[config.mk]
export PLATFORM = sky130hd
export DESIGN_NAME = rvm_control_seq
export DESIGN_NICKNAME = d
export VERILOG_FILES = /design/src/rtl/rvm_control_seq.sv
export SDC_FILE = /design/constraint.sdc
export NUM_CORES = 1
export LEC_CHECK = 0
export BUFFER_PORTS_ARGS = -buffer_cell sky130_fd_sc_hd__buf_4
export CELL_PAD_IN_SITES_DETAIL_PLACEMENT = 1
export CELL_PAD_IN_SITES_GLOBAL_PLACEMENT = 2
export CORE_ASPECT_RATIO = 0.8
export CORE_MARGIN = 4
export CORE_UTILIZATION = 31
export CTS_CLUSTER_SIZE = 12
export DETAILED_ROUTE_END_ITERATION = 6
export HOLD_SLACK_MARGIN = 0.02
export PLACE_DENSITY_LB_ADDON = 0.1
export SLEW_MARGIN = 10
export SYNTH_ARGS = -nofsm -noshare
export SYNTH_HDL_FRONTEND = slang
export SYNTH_SLANG_ARGS = --single-unit
[constraint.sdc]
create_clock -name clk -period 5 [get_ports clk]
set_input_delay 0.75 -clock clk [delete_from_list [all_inputs] [get_ports clk]]
set_output_delay 0.75 -clock clk [all_outputs]
set_load 0.1 [all_outputs]
[src/rtl/rvm_control_seq.sv]
// Main control sequencer for the multi-cycle core: fetch/decode/execute/mem/writeback, traps, irqs.
// Optional bus-timeout trap enabled by defining RVM_CTRL_TIMEOUT_EN.
module rvm_control_seq #(
  parameter int NIRQ           = 4,
  parameter int TIMEOUT_W      = 8,
  parameter int TIMEOUT_CYCLES = 200
) (
  input  logic            clk,
  input  logic            resetn,
  output logic            imem_req,
  input  logic            imem_gnt,
  input  logic            imem_rvalid,
  input  logic            imem_err,
  output logic            dmem_req,
  output logic            dmem_wen,
  input  logic            dmem_gnt,
  input  logic            dmem_rvalid,
  input  logic            dmem_err,
  input  logic [2:0]      dec_op,
  output logic            md_start,
  input  logic            md_done,
  input  logic [NIRQ-1:0] irq,
  input  logic [NIRQ-1:0] irq_en,
  output logic            ir_we,
  output logic            pc_we,
  output logic            rf_we,
  output logic            trap_take,
  output logic [3:0]      trap_cause,
  output logic [3:0]      ctrl_state
);

  typedef enum logic [3:0] {
    S_RESET      = 4'd0,
    S_FETCH_REQ  = 4'd1,
    S_FETCH_WAIT = 4'd2,
    S_DECODE     = 4'd3,
    S_EXECUTE    = 4'd4,
    S_MD_WAIT    = 4'd5,
    S_MEM_REQ    = 4'd6,
    S_MEM_WAIT   = 4'd7,
    S_WRITEBACK  = 4'd8,
    S_TRAP       = 4'd9
  } state_t;

  typedef enum logic [2:0] {
    OP_ALU    = 3'd0,
    OP_LOAD   = 3'd1,
    OP_STORE  = 3'd2,
    OP_BRANCH = 3'd3,
    OP_MULDIV = 3'd4,
    OP_SYSTEM = 3'd5,
    OP_ILL6   = 3'd6,
    OP_ILL7   = 3'd7
  } op_t;

  localparam logic [3:0] C_FETCH_ERR = 4'd1;
  localparam logic [3:0] C_ILLEGAL   = 4'd2;
  localparam logic [3:0] C_LOAD_ERR  = 4'd5;
  localparam logic [3:0] C_STORE_ERR = 4'd7;
  localparam logic [3:0] C_SYSTEM    = 4'd11;

  state_t          state;
  op_t             op_q;
  logic            req_issued_q;
  logic [NIRQ-1:0] irq_masked;
  logic            irq_pending;
  logic            irq_found;
  logic [2:0]      irq_idx;
  logic            tmo_hit;
  logic            is_store;
  logic [3:0]      mem_err_cause;

  assign irq_masked    = irq & irq_en;
  assign irq_pending   = |irq_masked;
  assign is_store      = (op_q == OP_STORE);
  assign mem_err_cause = is_store ? C_STORE_ERR : C_LOAD_ERR;
  assign ctrl_state    = state;

  always_comb begin
    irq_idx   = '0;
    irq_found = 1'b0;
    for (int unsigned i = 0; i < NIRQ; i++) begin
      if (irq_masked[i] && !irq_found) begin
        irq_idx   = 3'(i);
        irq_found = 1'b1;
      end
    end
  end

`ifdef RVM_CTRL_TIMEOUT_EN
  logic [TIMEOUT_W-1:0] tmo_cnt;
  logic                 wait_st;
  logic                 wait_done;

  always_comb begin
    wait_st   = 1'b1;
    wait_done = 1'b0;
    case (state)
      S_FETCH_REQ:  wait_done = imem_req && imem_gnt;
      S_FETCH_WAIT: wait_done = imem_rvalid;
      S_MEM_REQ:    wait_done = dmem_gnt;
      S_MEM_WAIT:   wait_done = dmem_rvalid;
      default:      wait_st   = 1'b0;
    endcase
  end

  // Counter runs across the req and wait phases of one transaction and saturates.
  always_ff @(posedge clk or negedge resetn) begin
    if (!resetn) begin
      tmo_cnt <= '0;
    end else if (!wait_st) begin
      tmo_cnt <= '0;
    end else if (!wait_done && (tmo_cnt != '1)) begin
      tmo_cnt <= tmo_cnt + 1'b1;
    end
  end

  assign tmo_hit = wait_st && !wait_done &&
                   (tmo_cnt >= TIMEOUT_W'(TIMEOUT_CYCLES - 1));
`else
  assign tmo_hit = 1'b0;
`endif

  always_ff @(posedge clk or negedge resetn) begin
    if (!resetn) begin
      state        <= S_RESET;
      op_q         <= OP_ALU;
      trap_cause   <= '0;
      req_issued_q <= 1'b0;
    end else begin
      case (state)
        S_RESET: state <= S_FETCH_REQ;

        S_FETCH_REQ: begin
          if (irq_pending && !req_issued_q) begin
            state      <= S_TRAP;
            trap_cause <= {1'b1, irq_idx};
          end else begin
            req_issued_q <= 1'b1;
            if (imem_gnt) begin
              if (imem_rvalid && imem_err) begin
                state      <= S_TRAP;
                trap_cause <= C_FETCH_ERR;
              end else if (imem_rvalid) begin
                state <= S_DECODE;
              end else begin
                state <= S_FETCH_WAIT;
              end
            end else if (tmo_hit) begin
              state      <= S_TRAP;
              trap_cause <= C_FETCH_ERR;
            end
          end
        end

        S_FETCH_WAIT: begin
          if (imem_rvalid && imem_err) begin
            state      <= S_TRAP;
            trap_cause <= C_FETCH_ERR;
          end else if (imem_rvalid) begin
            state <= S_DECODE;
          end else if (tmo_hit) begin
            state      <= S_TRAP;
            trap_cause <= C_FETCH_ERR;
          end
        end

        S_DECODE: begin
          op_q         <= op_t'(dec_op);
          req_issued_q <= 1'b0;
          if (dec_op[2:1] == 2'b11) begin
            state      <= S_TRAP;
            trap_cause <= C_ILLEGAL;
          end else if (op_t'(dec_op) == OP_SYSTEM) begin
            state      <= S_TRAP;
            trap_cause <= C_SYSTEM;
          end else begin
            state <= S_EXECUTE;
          end
        end

        S_EXECUTE: begin
          case (op_q)
            OP_ALU:            state <= S_WRITEBACK;
            OP_BRANCH:         state <= S_FETCH_REQ;
            OP_LOAD, OP_STORE: state <= S_MEM_REQ;
            OP_MULDIV:         state <= S_MD_WAIT;
            default: begin
              state      <= S_TRAP;
              trap_cause <= C_ILLEGAL;
            end
          endcase
        end

        S_MD_WAIT: if (md_done) state <= S_WRITEBACK;

        S_MEM_REQ, S_MEM_WAIT: begin
          if ((state == S_MEM_WAIT || dmem_gnt) && dmem_rvalid) begin
            if (dmem_err) begin
              state      <= S_TRAP;
              trap_cause <= mem_err_cause;
            end else begin
              state <= is_store ? S_FETCH_REQ : S_WRITEBACK;
            end
          end else if (state == S_MEM_REQ && dmem_gnt) begin
            state <= S_MEM_WAIT;
          end else if (tmo_hit) begin
            state      <= S_TRAP;
            trap_cause <= mem_err_cause;
          end
        end

        S_WRITEBACK: state <= S_FETCH_REQ;

        // Clearing here lets the re-fetch after a fetch-side trap sample interrupts again.
        S_TRAP: begin
          state        <= S_FETCH_REQ;
          req_issued_q <= 1'b0;
        end

        default: state <= S_RESET;
      endcase
    end
  end

  always_comb begin
    imem_req  = (state == S_FETCH_REQ) && !(irq_pending && !req_issued_q);
    ir_we     = imem_rvalid && !imem_err &&
                ((state == S_FETCH_WAIT) || (imem_req && imem_gnt));
    dmem_req  = (state == S_MEM_REQ);
    dmem_wen  = dmem_req && is_store;
    md_start  = (state == S_EXECUTE) && (op_q == OP_MULDIV);
    rf_we     = (state == S_WRITEBACK);
    trap_take = (state == S_TRAP);
    pc_we     = (state == S_WRITEBACK) || (state == S_TRAP) ||
                ((state == S_EXECUTE) && (op_q == OP_BRANCH)) ||
                (is_store && dmem_rvalid && !dmem_err &&
                 ((state == S_MEM_WAIT) || ((state == S_MEM_REQ) && dmem_gnt)));
  end

endmodule
After elaboration in Yosys (flattened, before gate mapping)
Index checks and enable logic that the tools add are counted.
{"block": "totals", "reg_bits": 12, "out_inout_bits": 16, "word_cells": 105}
{"block": "op_classes", "eq_ne": 24, "muxes": 33, "n_bitwise": 1, "n_reduce_logical": 43}
{"op": "$mux W4", "count": 20}
{"op": "$pmux W4 S7", "count": 1}
{"op": "$pmux W4 S5", "count": 1}
{"op": "$logic_and A1 B1 Y1", "count": 17}
{"op": "$eq A4 B3 Y1 const B", "count": 4}
{"op": "$pmux W4 S4", "count": 1}
{"op": "$ne A3 B3 Y1 const B", "count": 4}
{"op": "$ne A2 B2 Y1 const B", "count": 5}
{"op": "$eq A4 B2 Y1 const B", "count": 2}
{"op": "$eq A4 B4 Y1 const B", "count": 2}
{"op": "$logic_not A1 Y1", "count": 7}
{"op": "$eq A3 B2 Y1 const B", "count": 2}
{"op": "$eq A3 B3 Y1 const B", "count": 2}
{"op": "$logic_or A1 B1 Y1", "count": 6}
{"op": "$mux W1", "count": 6}
{"op": "$mux W2", "count": 3}
{"op": "$reduce_and A6 Y1", "count": 1}
{"op": "$reduce_or A2 Y1", "count": 3}
{"op": "$reduce_bool A5 Y1", "count": 1}
{"op": "$reduce_or A5 Y1", "count": 1}
{"op": "$and A4 B4 Y4", "count": 1}
{"op": "$eq A4 B1 Y1 const B", "count": 1}
{"op": "$logic_not A4 Y1", "count": 1}
{"op": "$reduce_and A4 Y1", "count": 1}
{"op": "other kinds (8)", "count": 8}

Depth between registers and ports, before layout
{"block": "depth", "ltp_word": 13, "depth_mapped": 7, "depth_no_buf": 5}

Least setup slack after synthesis
OpenSTA, ideal clock, no wires.
{"block": "synth_path", "kind": "reg-to-output", "startpoint": "register state[2], in the netlist ctrl_state[2]", "endpoint": "output md_start", "t_arrival_ns": 4.627, "required_ns": 4.250, "setup_slack_ns": -0.377, "stages_incl_launch_ff": 5, "path_cell_list": "dfrtp_1 -> buf_2 -> nand2b_1 -> nor2_1 -> nor4b_1"}
{"block": "synth_between", "elab_chain_cells": 2}
{"element": "start, declared", "line_no": "62", "text": "state_t state;"}
{"element": "start signal, assigned", "line_no": "203", "text": "state <= is_store ? S_FETCH_REQ : S_WRITEBACK;"}
{"element": "$eq A4 B3 Y1", "line_no": "232", "text": "md_start = (state == S_EXECUTE) && (op_q == OP_MULDIV);"}
{"element": "$logic_and A1 B1 Y1", "line_no": "232"}
{"element": "end, declared", "line_no": "20", "text": "output logic md_start,"}
No other way between the ends.

Worst setup path in the final report
{"block": "layout_path", "startpoint": "register state[0], in the netlist ctrl_state[0]", "endpoint": "output ir_we"}
{"block": "layout_between", "elab_chain_cells": 5, "word_cells_on_any_way": 6, "cone_classes": "2 x eq/ne; 4 x reduce/logical"}
{"element": "$eq A4 B1 Y1", "line_no": "227", "text": "imem_req = (state == S_FETCH_REQ) && !(irq_pending && !req_issued_q);"}
{"element": "$logic_and A1 B1 Y1", "line_no": "227"}
{"element": "$logic_and A1 B1 Y1", "line_no": "229", "text": "((state == S_FETCH_WAIT) || (imem_req && imem_gnt));"}
{"element": "$logic_or A1 B1 Y1 (*)", "line_no": "229"}
{"element": "$logic_and A1 B1 Y1 (*)", "line_no": "228", "text": "ir_we = imem_rvalid && !imem_err &&"}
{"element": "end, declared", "line_no": "24", "text": "output logic ir_we,"}
Mark *: on every way between the ends. The rest lies on a longest branch, timed or not.

==> summary.md <==
| Metric | Value |
|---|---|
| Die ar. | 4710 um^2 |
| GRT Util Overall | 0.172 |
| Met3 wire length | 202 um |
| Core area | 3470 um^2 |
| P&R area growth vs syn | 28.5% |
| Crit-path cells | nand2b_4, or3_4, nor2_1, nand2_1, a21oi_2, buf_4 |
| Nets | 189 |
| Finished Layout Cells | 209 |
| Critical Path Slowest Stage Cell | dfrtp_1 |
| Max Cap Viol | 0 |
| DRC viols | 0 |
| Post-layout min period | 3.09 ns |
| Largest net degree at the start of global routing | 23 |
| Ports | 36 |
| Placed cell area | 1420 um^2 |
| Clk buf depth | 2 |
| CTS tree | built |
| Max FO, Critical Path | 19 |
| Post-CTS Setup Bufs | 0 |
| Main synth FF type | dfrtp_1 |
| Layout cells sized above 1 | 0.329 |
| Placement Rows | 19 |
| Non-Filler Cell Area, Final | 1460 um^2 |
| Initial Utilization | 0.328 |
| Die Wd | 75.7 um |
| WL met1 | 1730 um |
| Via density per instance | 5.79 |
| Cts repair resizes | 0 |
| Delay-heaviest family, CP | simple AND/OR/NAND/NOR gates |
| CP required | 4.25 ns |
| Cell count after synthesis | 138 |
| Met2 WL | 1850 um |
| Port bufs | 35 |
| Clock tree root driver cell | clkbuf_8 |
| Post-Route WL | 3820 um |
| Clock Latency Late Sink | 0.24 ns |
| Setup WS pre-CTS | 2.04 ns |
| Flop2flop setup slack | 2.82 ns |
| Number of flops mapped to enable cells by yosys | 0 |
| Slowest cell delay on critical path | 0.77 ns |
| Die height | 62.2 um |
| TritonRoute pass-1 iters | 4 |
| Startpoint types | flop |
| Count of final hold-check violations | 0 |
| Worst Tran Pin Value | 0.673 ns |
| GP Congestion | 0.830 |
| Post-synth net total | 158 |
| Ys Warns | 0 |
| Avg Inst Size Synth | 8.24 um^2 |
| H-tree Lvls | 1 |
| Critical path class | reg -> out |
| Vias in the first global route | 1251 |
| Async S/R FF share, synth | 1.00 |
| Worst-path clk slew | 0.06 ns |
| Remaining antenna violation count | 0 |
| Tcrit/Tclk final | 0.619 |
| Max transition margin | 0.552 |
| CP Capture Type | output port |
| Max frequency | 323 MHz |
| Status | completed |
| Top Layer Used | met4 |
| Vias | 1210 |
| Dpl cells | 206 |
| Worst hold path type | in -> async |
| Worst EP arrival | 2.34 ns |
| HPWL after DPL | 3040 um |
| First-pass GRT wire length | 6240 um |
| Grt ovf | 0 |
| Routed wire per std cell | 18.3 um |
| Seq cells post-synth | 12 |
| Total Negative Setup Slacks | 0 ns |
| Initial antenna violation count | 0 |
| Netlist cell types | 54 |
| RSZ-0062 raised after global routing | no |
| Clk_skew | 0.00299 ns |
| Post-Synthesis Cell Area | 1140 um^2 |
| Final WS setup | 1.91 ns |
| Endpoints failing setup | 0 |
| CTS Buf Count | 3 |
| CP Buf/Inv Count | 1 |
| Iteration-0 DRC Markers | 63 |
| Num Clock Sinks | 12 |
| # hold bufs at CTS | 0 |
| Diode count | 0 |
| Fin. max-slew vios | 0 |
| Seq/Total Area, Yosys | 0.264 |
==> layout make-up <==
| cell class | count | area, um^2 |
|---|---|---|
| inverter | 7 | 26.3 |
| sequential | 12 | 300 |
| tap | 42 | 52.6 |
| timing repair buffer | 36 | 270 |
| clock buffer | 3 | 41.3 |
| multi-input combinational | 109 | 771 |
| fill | 423 | 2010 |
==> metal layers <==
layer,vias up,global-route usage
li1,580,-
met1,588,0.232
met2,38,0.276
met3,4,0.0435
met4,0,0.0328
met5,-,0
==> placed cells by master (no fill, tap or decap), types with 2 or more instances in the layout <==
cell type / instances
a21oi_2: 2
nor3_1: 3
nor3b_1: 2
a211oi_1: 4
o21ai_1: 2
clkbuf_8: 3
a21oi_1: 5
a22oi_1: 2
buf_4: 36
or4_1: 2
o21ai_0: 11
nand2_1: 11
nand3_1: 3
nand2b_1: 6
or3_1: 2
o211ai_1: 3
nor2_1: 9
mux2_4: 2
and3b_1: 2
dfrtp_1: 12
mux2i_1: 5
nor4_1: 2
nand4_1: 2
inv_1: 6
mux2_2: 2
==> logic make-up (layout without fill, tap and decap cells) <==
logic type                Yosys count  after routing  synth area share
buffers and inverters              17             46            0.0671
AOI/OAI and AO/OA                  44             44             0.279
DFF                                12             12             0.264
xor gates and xnor gates            2              2            0.0154
muxes                               9              9            0.0902
and+or+nand+nor                    54             54             0.284
==> worst reg2reg max path, delay by kind of cell (launching register included) <==
kind / cells / cell delay (ns)
AOI/OAI and AO/OA: 4 / 1.09
DFF: 1 / 0.77
muxes: 1 / 0.24
==> sequential cells by signal, indices dropped and copies added (netlist names) <==
| signal | count |
|---|---|
| op_q | 3 |
| trap_cause | 4 |
| ctrl_state | 4 |
| req_issued_q | 1 |
==> through the flow <==
stage               hold slack, ns   util
floorplan                    0.454      -
global placement             0.535  0.409
detailed placement           0.546  0.409
CTS                          0.345  0.421
global route                 0.347  0.421
finish                       0.342  0.421
==> path summary, 6_finish.rpt <==
kind | endpoint | startpoint | cells past startpoint
setup / recovery | ir_we | ctrl_state[0] | 6
hold / removal | trap_cause[2] | resetn | 1
setup reg to reg | trap_cause[1] | ctrl_state[0] | 5
hold reg to reg | trap_cause[0] | trap_cause[0] | 2
max in group asynchronous | op_q[2] | resetn | 1
min in group clk | trap_cause[0] | trap_cause[0] | 2
==> synth_stat cells (all sizes together), types with 2 or more instances <==
| cell | number | share of area |
|---|---|---|
| or4 | 2 | 0.013 |
| a211oi | 6 | 0.055 |
| nand3 | 3 | 0.013 |
| inv | 7 | 0.023 |
| nand2b | 7 | 0.045 |
| and3b | 2 | 0.015 |
| nor3b | 2 | 0.013 |
| o211ai | 3 | 0.020 |
| o21ai | 13 | 0.057 |
| nor4 | 2 | 0.011 |
| mux2i | 5 | 0.044 |
| mux2 | 4 | 0.046 |
| buf | 5 | 0.028 |
| nand2 | 11 | 0.036 |
| clkbuf | 5 | 0.017 |
| a22oi | 3 | 0.024 |
| a21oi | 7 | 0.034 |
| dfrtp | 12 | 0.26 |
| nor3 | 4 | 0.028 |
| nor2 | 9 | 0.030 |
| or3 | 3 | 0.021 |
| nand4 | 2 | 0.011 |
Power is left out: the tool's default activity adds up to more than one toggle a clock period on the data nets, which glitch-free logic cannot reach.
